$ cat src/rtl/fifo_pkg.sv
// Shared width helpers, error-flag bit indices and default thresholds for sync_fifo_thr.
package fifo_pkg;

    localparam int FIFO_AE_THRESH_DEFAULT = 2;
    localparam int FIFO_AF_MARGIN_DEFAULT = 2;

    typedef enum int {
        FIFO_ERR_OVF = 0,
        FIFO_ERR_UDF = 1
    } fifo_err_e;

    localparam int FIFO_ERR_W = 2;

    function automatic int ptr_width(input int addr_width);
        return addr_width;
    endfunction

    // One extra bit so the level can represent a completely full FIFO.
    function automatic int level_width(input int addr_width);
        return addr_width + 1;
    endfunction

    function automatic int af_thresh_default(input int addr_width);
        return (1 << addr_width) - FIFO_AF_MARGIN_DEFAULT;
    endfunction

endpackage

$ cat src/rtl/fifo_ram.sv
// Simple dual-port RAM: one write port, one read port with a registered, resettable output.
module fifo_ram
    import fifo_pkg::*;
#(
    parameter int DATA_WIDTH = 32,
    parameter int ADDR_WIDTH = 4
) (
    input  logic                              clk,
    input  logic                              rst,
    input  logic                              wr_en,
    input  logic [ptr_width(ADDR_WIDTH)-1:0]  wr_addr,
    input  logic [DATA_WIDTH-1:0]             wr_data,
    input  logic                              rd_en,
    input  logic [ptr_width(ADDR_WIDTH)-1:0]  rd_addr,
    output logic [DATA_WIDTH-1:0]             rd_data
);

    logic [DATA_WIDTH-1:0] mem_q [1 << ADDR_WIDTH];

    // NOTE: the storage array has no reset so it maps onto RAM macros; only the
    // output register is reset, which is all the FIFO's visible state needs.
    always_ff @(posedge clk) begin
        if (wr_en) begin
            mem_q[wr_addr] <= wr_data;
        end
    end

    always_ff @(posedge clk or posedge rst) begin
        if (rst) begin
            rd_data <= '0;
        end else if (rd_en) begin
            rd_data <= mem_q[rd_addr];
        end
    end

endmodule

$ cat src/rtl/sync_fifo_thr.sv
// Single-clock FIFO with occupancy level, almost-full/empty thresholds, flush and read-valid strobe.
// Optional sticky overflow/underflow flags are enabled by defining FIFO_ERR_FLAGS_EN.
module sync_fifo_thr
    import fifo_pkg::*;
#(
    parameter int DATA_WIDTH = 32,
    parameter int ADDR_WIDTH = 4,
    parameter int AF_THRESH  = af_thresh_default(ADDR_WIDTH),
    parameter int AE_THRESH  = FIFO_AE_THRESH_DEFAULT
) (
    input  logic                              clk,
    input  logic                              rst,
    input  logic                              flush_in,
    input  logic [DATA_WIDTH-1:0]             data_in,
    input  logic                              write_en_in,
    output logic                              full_out,
    output logic                              almost_full_out,
    output logic [DATA_WIDTH-1:0]             data_out,
    input  logic                              read_en_in,
    output logic                              valid_out,
    output logic                              empty_out,
    output logic                              almost_empty_out,
`ifdef FIFO_ERR_FLAGS_EN
    output logic                              overflow_out,
    output logic                              underflow_out,
`endif
    output logic [level_width(ADDR_WIDTH)-1:0] level_out
);

    localparam int FIFO_DEPTH = 1 << ADDR_WIDTH;
    localparam int LEVEL_W    = level_width(ADDR_WIDTH);
    localparam int PTR_W      = ptr_width(ADDR_WIDTH);

    typedef logic [PTR_W-1:0]   ptr_t;
    typedef logic [LEVEL_W-1:0] level_t;

    if (AF_THRESH > FIFO_DEPTH || AE_THRESH >= FIFO_DEPTH) begin : g_bad_thresh
        $error("sync_fifo_thr: AF_THRESH must be <= depth and AE_THRESH < depth");
    end

    ptr_t   wr_ptr_q;
    ptr_t   rd_ptr_q;
    level_t level_q;
    logic   valid_q;
    logic   wr_acc;
    logic   rd_acc;

    // Flags come from the pre-edge level, so a full FIFO rejects a concurrent write.
    assign full_out         = (level_q == level_t'(FIFO_DEPTH));
    assign empty_out        = (level_q == '0);
    assign almost_full_out  = (level_q >= level_t'(AF_THRESH));
    assign almost_empty_out = (level_q <= level_t'(AE_THRESH));
    assign level_out        = level_q;
    assign valid_out        = valid_q;

    assign wr_acc = write_en_in & ~full_out  & ~flush_in;
    assign rd_acc = read_en_in  & ~empty_out & ~flush_in;

    // NOTE: every state register uses <= so all updates see the same pre-edge values.
    always_ff @(posedge clk or posedge rst) begin
        if (rst) begin
            wr_ptr_q <= '0;
            rd_ptr_q <= '0;
            level_q  <= '0;
            valid_q  <= 1'b0;
        end else if (flush_in) begin
            wr_ptr_q <= '0;
            rd_ptr_q <= '0;
            level_q  <= '0;
            valid_q  <= 1'b0;
        end else begin
            if (wr_acc) begin
                wr_ptr_q <= wr_ptr_q + ptr_t'(1);
            end
            if (rd_acc) begin
                rd_ptr_q <= rd_ptr_q + ptr_t'(1);
            end
            if (wr_acc && !rd_acc) begin
                level_q <= level_q + level_t'(1);
            end else if (rd_acc && !wr_acc) begin
                level_q <= level_q - level_t'(1);
            end
            valid_q <= rd_acc;
        end
    end

    // No read/write address collision is possible: equal pointers mean empty or full.
    fifo_ram #(
        .DATA_WIDTH(DATA_WIDTH),
        .ADDR_WIDTH(ADDR_WIDTH)
    ) u_ram (
        .clk     (clk),
        .rst     (rst),
        .wr_en   (wr_acc),
        .wr_addr (wr_ptr_q),
        .wr_data (data_in),
        .rd_en   (rd_acc),
        .rd_addr (rd_ptr_q),
        .rd_data (data_out)
    );

`ifdef FIFO_ERR_FLAGS_EN
    logic [FIFO_ERR_W-1:0] err_q;

    always_ff @(posedge clk or posedge rst) begin
        if (rst) begin
            err_q <= '0;
        end else if (flush_in) begin
            err_q <= '0;
        end else begin
            if (write_en_in && full_out) begin
                err_q[FIFO_ERR_OVF] <= 1'b1;
            end
            if (read_en_in && empty_out) begin
                err_q[FIFO_ERR_UDF] <= 1'b1;
            end
        end
    end

    assign overflow_out  = err_q[FIFO_ERR_OVF];
    assign underflow_out = err_q[FIFO_ERR_UDF];
`endif

endmodule
$ cat config.mk
export PLATFORM = sky130hd
export DESIGN_NAME = sync_fifo_thr
export DESIGN_NICKNAME = d
export VERILOG_FILES = /design/src/rtl/fifo_pkg.sv /design/src/rtl/fifo_ram.sv /design/src/rtl/sync_fifo_thr.sv
export SDC_FILE = /design/constraint.sdc
export NUM_CORES = 1
export LEC_CHECK = 0
export CAP_MARGIN = 20
export CORE_UTILIZATION = 30
export CTS_CLUSTER_SIZE = 16
export DETAILED_ROUTE_END_ITERATION = 8
export PLACE_DENSITY = 0.52
export SETUP_SLACK_MARGIN = 0.05
export SLEW_MARGIN = 20
export SYNTH_ARGS = -nofsm -noshare
export SYNTH_HDL_FRONTEND = slang
export SYNTH_SLANG_ARGS = --single-unit
export TNS_END_PERCENT = 50
$ cat constraint.sdc
create_clock -name clk -period 3.2 [get_ports clk]
set_input_delay 0.64 -clock clk [delete_from_list [all_inputs] [get_ports clk]]
set_output_delay 0.64 -clock clk [all_outputs]
set_load 0.02 [all_outputs]
==> Yosys cells after proc, flatten, opt, wreduce, memory -nomap -nowiden <==
Memories as Yosys holds them, arrays and structs flattened. A register that Yosys moved wholly into a read port is not among the register bits.
Index checks and enable logic that the tools add are counted.
{ "word_totals": {"input_bits": 37, "elab_cells": 37, "out_inout_bits": 42, "mem_bits_rw": 512, "mem_count": 1, "regBits": 14} }
{ "op_classes": {"eq_ne": 1, "bitwise": 7, "order_cmp": 2, "muxes": 10, "add_sub_neg": 4, "reduce_logical": 8} }
{ "memory_table": {"columns": ["memory", "depth", "word_bits", "rd", "rd_ports_with_merged_regs", "write_ports", "line", "text"], "rows": [
  ["u_ram.mem_q", 16, 32, 1, 1, 1, "fifo_ram.sv:18", "logic [DATA_WIDTH-1:0] mem_q [1 << ADDR_WIDTH];"]
]} }
{ "ops": {"columns": ["cell", "n"], "rows": [
  ["4-bit 2-to-1 mux", 4],
  ["5-bit 2-to-1 mux", 3],
  ["4-bit by 1-bit adder with 4-bit output, second input constant", 2],
  ["5-bit by 1-bit adder with 5-bit output, second input constant", 1],
  ["5-bit equality test, second input constant", 1],
  ["5-bit by 4-bit greater-or-equal comparator with 1-bit output, second input constant", 1],
  ["5-bit by 2-bit <= comparator with 1-bit output, second input constant", 1],
  ["5-bit logical NOT", 1],
  ["5-bit by 1-bit subtractor with 5-bit output, second input constant", 1],
  ["1-bit bitwise AND", 4],
  ["2-bit nonzero test", 2],
  ["1-bit 2-to-1 mux", 3],
  ["1-bit NOT", 3],
  ["3-bit nonzero test", 1],
  ["1-bit logical AND", 2],
  ["1-bit logical NOT", 2]
]} }

==> Longest topological paths before layout <==
{ "logic_depth": {"depth_word": 9, "ltp_mapped": 9, "depth_no_buf": 8} }

==> Cells and area by module <==
A second synthesis with hierarchy kept.
{ "hier_totals": {"cells_unflattened": 976, "hier_area_um2": 21669.5} }
{ "by_module_without_submodules": {"columns": ["mod", "cells_each", "seq_area_each_um2", "n_inst", "area_per_inst_um2"], "rows": [
  ["fifo_ram", 877, 16175.5, 1, 20724.9],
  ["sync_fifo_thr", 99, 350.3, 1, 944.7]
]} }

==> Least setup slack after synthesis <==
Ideal clock, no wire load.
{ "synth_path": {"path_type": "input to register", "from": "input flush_in", "to": "memory u_ram.mem_q[14][0], enable pin", "setup_slack_ns": 0.240, "path_buffers": 1, "required_time_ns": 2.779, "setup_ns": 0.421, "path_stages": 4, "t_arrival_ns": 2.539, "path_cell_list": "inv_1 -> clkbuf_1 -> nand3_1 -> nor2_1"} }
{ "synth_via": {"elab_chain_cells": 4} }
{ "synth_rtl": {"columns": ["item", "line", "text"], "rows": [
  ["start: declaration", "sync_fifo_thr.sv:13", "input logic flush_in,"],
  ["1-bit NOT", "sync_fifo_thr.sv:56", "assign wr_acc = write_en_in & ~full_out & ~flush_in;"],
  ["1-bit bitwise AND", "sync_fifo_thr.sv:56", null],
  ["1-bit 2-to-1 mux", "fifo_ram.sv:23", "if (wr_en) begin"],
  ["1-bit 2-to-1 mux (implied by the code)", "fifo_ram.sv:24", "mem_q[wr_addr] <= wr_data;"],
  ["end: declaration", "fifo_ram.sv:18", null]
]} }
Every way passes these cells.

==> Worst setup path after layout <==
{ "layout_path": {"from": "register level_q[0], in the netlist level_out[0]", "to": "output full_out"} }
{ "layout_via": {"elab_chain_cells": 1} }
{ "layout_rtl": {"columns": ["item", "line", "text"], "rows": [
  ["start: declaration", "sync_fifo_thr.sv:43", "level_t level_q;"],
  ["start signal: assignment", "sync_fifo_thr.sv:79", "level_q <= level_q + level_t'(1);"],
  ["start signal: assignment", "sync_fifo_thr.sv:81", "level_q <= level_q - level_t'(1);"],
  ["5-bit equality test", "sync_fifo_thr.sv:49", "assign full_out = (level_q == level_t'(FIFO_DEPTH));"],
  ["end: declaration", "sync_fifo_thr.sv:16", "output logic full_out,"]
]} }
Every way passes these cells.

==> qor.yml <==
pwr:
  p_total_uw: 18100
  max-vdd-ir-drop_v: 0.000460
  powerDensity_nw_per_um2: 708
  power_leakage_uw: 0.00790
sta:
  slew_headroom_pct: 26.0
  grt_setup_unrepaired: "no"
  fin_skew_ps: 15.1
  min_period_ps: 3050
  hold_viol: 0
  slew_viol_final: 0
  fmax_ghz: 0.328
  fin_crit_sh_pct: 95.2
  holdWs_ps: 428
  setup_viol: 0
  tns_ps: 0
  worst_slew_pin_slew_ps: 1110
detailed_routing:
  wl_per_cell_microns: 22.5
  dr.pass1.iters: 5
  drtIter0Drc: 709
  ant_nets: 0
  num_vias: 10000
  drc: 0
  routed_wirelength_microns: 47100
  viasPerCell: 4.79
synth:
  syn-cell-area_sq_um: 21300
  netlist_instances: 972
  avgSynthCellArea_sq_um: 21.9
  synth.distinct_cells: 39
  synth.net_count: 1019
  seq_area_frac_synth_pct: 77.7
  synth_seq_cells: 558
  yosysWarnings: 0
floorplan:
  die_width_microns: 268
  die_y_microns: 268
  dieArea_sq_um: 72000
  io_pins: 79
  core_sq_um: 70100
  rows: 97
  start_util_pct: 30.3
clock_network:
  cts_tree: "built"
  clockRootBuffer: "clkbuf_16"
  cts_buffers: 58
  clock-sinks: 558
  ctsLongestPathBuffers: 3
  path_clk_slew_ps: 60
  clock_latency_ps: 610
  hold_buffers: 0
  cts_htree_levels: 2
critical_path:
  slowest_delay_ps: 610
  cp-startpoint: "level_out[0]"
  r2r_end: "level_out[4]"
  reg2reg_setup_slack_ps: 190
  path_class: "reg -> out"
  crit_required_ps: 2560
  crit_family: "buffers and inverters"
  cp-start-kind: "flip-flop"
  path_cells: "buf_4, or4_4, nor2_1, clkdlybuf4s50_1"
  cp_slowest_cell: "clkdlybuf4s50_1"
  ff2ff_path_depth: 8
  rr_startpoint: "level_out[2]"
  arrival_ps: 2410
  cp-end-kind: "output pin"
  crit_buf_inv: 2
  crit_path_max_fanout: 7
layout:
  drive_gt1_share_pct: 28.4
  nFillCells: 6525
  final_cell_count_no_fill: 2093
  final_util_pct: 36.5
  num_antenna_cells: 0
  syn2layout_area_growth_pct: 20.5
  nets: 1152
global_routing:
  grt_pass1_wl_microns: 70300
  overflow: 0
  grt_use_total_pct: 13.3
  grt_pass1_vias: 10700
  grt_antenna_before_repair: 1
  grt_max_degree: 38
place:
  dp_cells: 1985
  dp_hpwl_microns: 26300
  place.gp.congestion: 0.721
  port_buffers: 78
flow_run:
  cap_violations: 0
hold_path:
  hp-class: "in -> async"
outcome:
  status: "completed"
layer usage:
metal | part of all wire (%) | track usage, %
met2 | 47 | 21.5
met4 | 1.5 | 3.43
met5 | 0.028 | 0
met1 | 46 | 18.5
met3 | 5.0 | 2.65
stage by stage:
stage / setup slack [ps] / cell area [sq um]
global placement: 191 / 23800
global route: 53.3 / 25600
CTS: 70.1 / 25600
floorplan: 240 / 21300
detailed placement: 170 / 23800
finish: 153 / 25600
power by group:
part           leakage [uW]  switching, uW  internal [uW]
Combinational       0.00183           1720           1270
Sequential          0.00514            252           8310
Clock              0.000925           2760           3840
Total               0.00790           4730          13400
state kept, by name, summed over array words and instances (netlist names):
signal         count
level_out          5
wr_ptr_q           4
rd_ptr_q           4
u_ram.rd_data     32
u_ram.mem_q      512
valid_out          1
Yosys cell counts (all sizes together):
cell	n	area, sq um
and3	3	18.8
clkbuf	24	91.3
o2111ai	2	17.5
edfxtp	512	15400
nor2	28	105
fa	1	20.0
nand4	2	12.5
o21a	1	15.0
nand2b	1	6.26
xor2	6	60.1
nand3	5	25.0
mux4	128	2880
o22ai	64	400
o211a	1	10.0
or4b	1	10.0
ha	9	113
a21o	2	15.0
xnor2	2	17.5
mux2	33	372
or2	2	12.5
or4	1	11.3
dfrtp	46	1150
o211ai	4	30.0
nand2	9	33.8
or3	3	18.8
inv	6	22.5
nor2b	1	6.26
a2111o	1	11.3
mux2i	5	50.1
a21oi	36	180
buf	31	159
o21ai	2	21.3
logic make-up (layout without fill, tap and decap cells):
logic type	count (synthesis)	in the layout	synth area share, %
mux	166	166	15.5
fa+ha+maj	10	10	0.623
buf+inv	61	242	1.28
xor+xnor	8	8	0.365
flops	558	558	77.7
compound gates	113	113	3.29
simple gates	56	56	1.22
worst register-to-register path: stages, from the launching register on:
cell     delay, ps
dfrtp_1        460
or3_1          450
o21ai_4        320
nand3_1        280
fa_1           480
a21o_1         210
a21o_1         190
or4b_1         460
nand4_1        100
worst max-delay path by stage:
stage / slack (ps) / cells past startpoint / endpoint
2_1_floorplan: 240 / 4 / u_ram.mem_q[14][0]
3_3_place_gp: 190 / 8 / level_out[4]
3_5_place_dp: 170 / 8 / level_out[4]
4_1_cts: 70 / 4 / almost_empty_out
5_1_grt: 50 / 4 / empty_out
6_report: 150 / 4 / full_out
what timing repair did:
action                     4_1_cts  5_1_grt
setup endpoints to repair        0        1
resized for setup                0        1
buffers inserted                 0        0
cell usage in the layout, fill, tap and decap left out, drive strengths merged, types with 4 or more instances in the layout:
master         Yosys  final
o211ai             4      4
buf               31     50
edfxtp           512    512
mux2i              5      5
bufinv             0      5
clkinv             0     27
inv                6      9
a21oi             36     36
xor2               6      6
nand3              5      5
mux2              33     33
dfrtp             46     46
ha                 9      9
nor2              28     28
o22ai             64     64
mux4             128    128
clkdlybuf4s50      0     77
nand2              9      9
clkbuf            24     71
area by class of cell:
cell class,count,area (sq um),share of cell area [%]
clock buffers,71,1550,6.05
clock inverters,37,323,1.26
inverters,6,22.5,0.0879
multi-input cells,353,4620,18.0
flip-flops and latches,558,16500,64.5
well taps,940,1180,4.59
repair buffers,128,1400,5.45
Note: power is estimated with default switching activity, not from simulation.
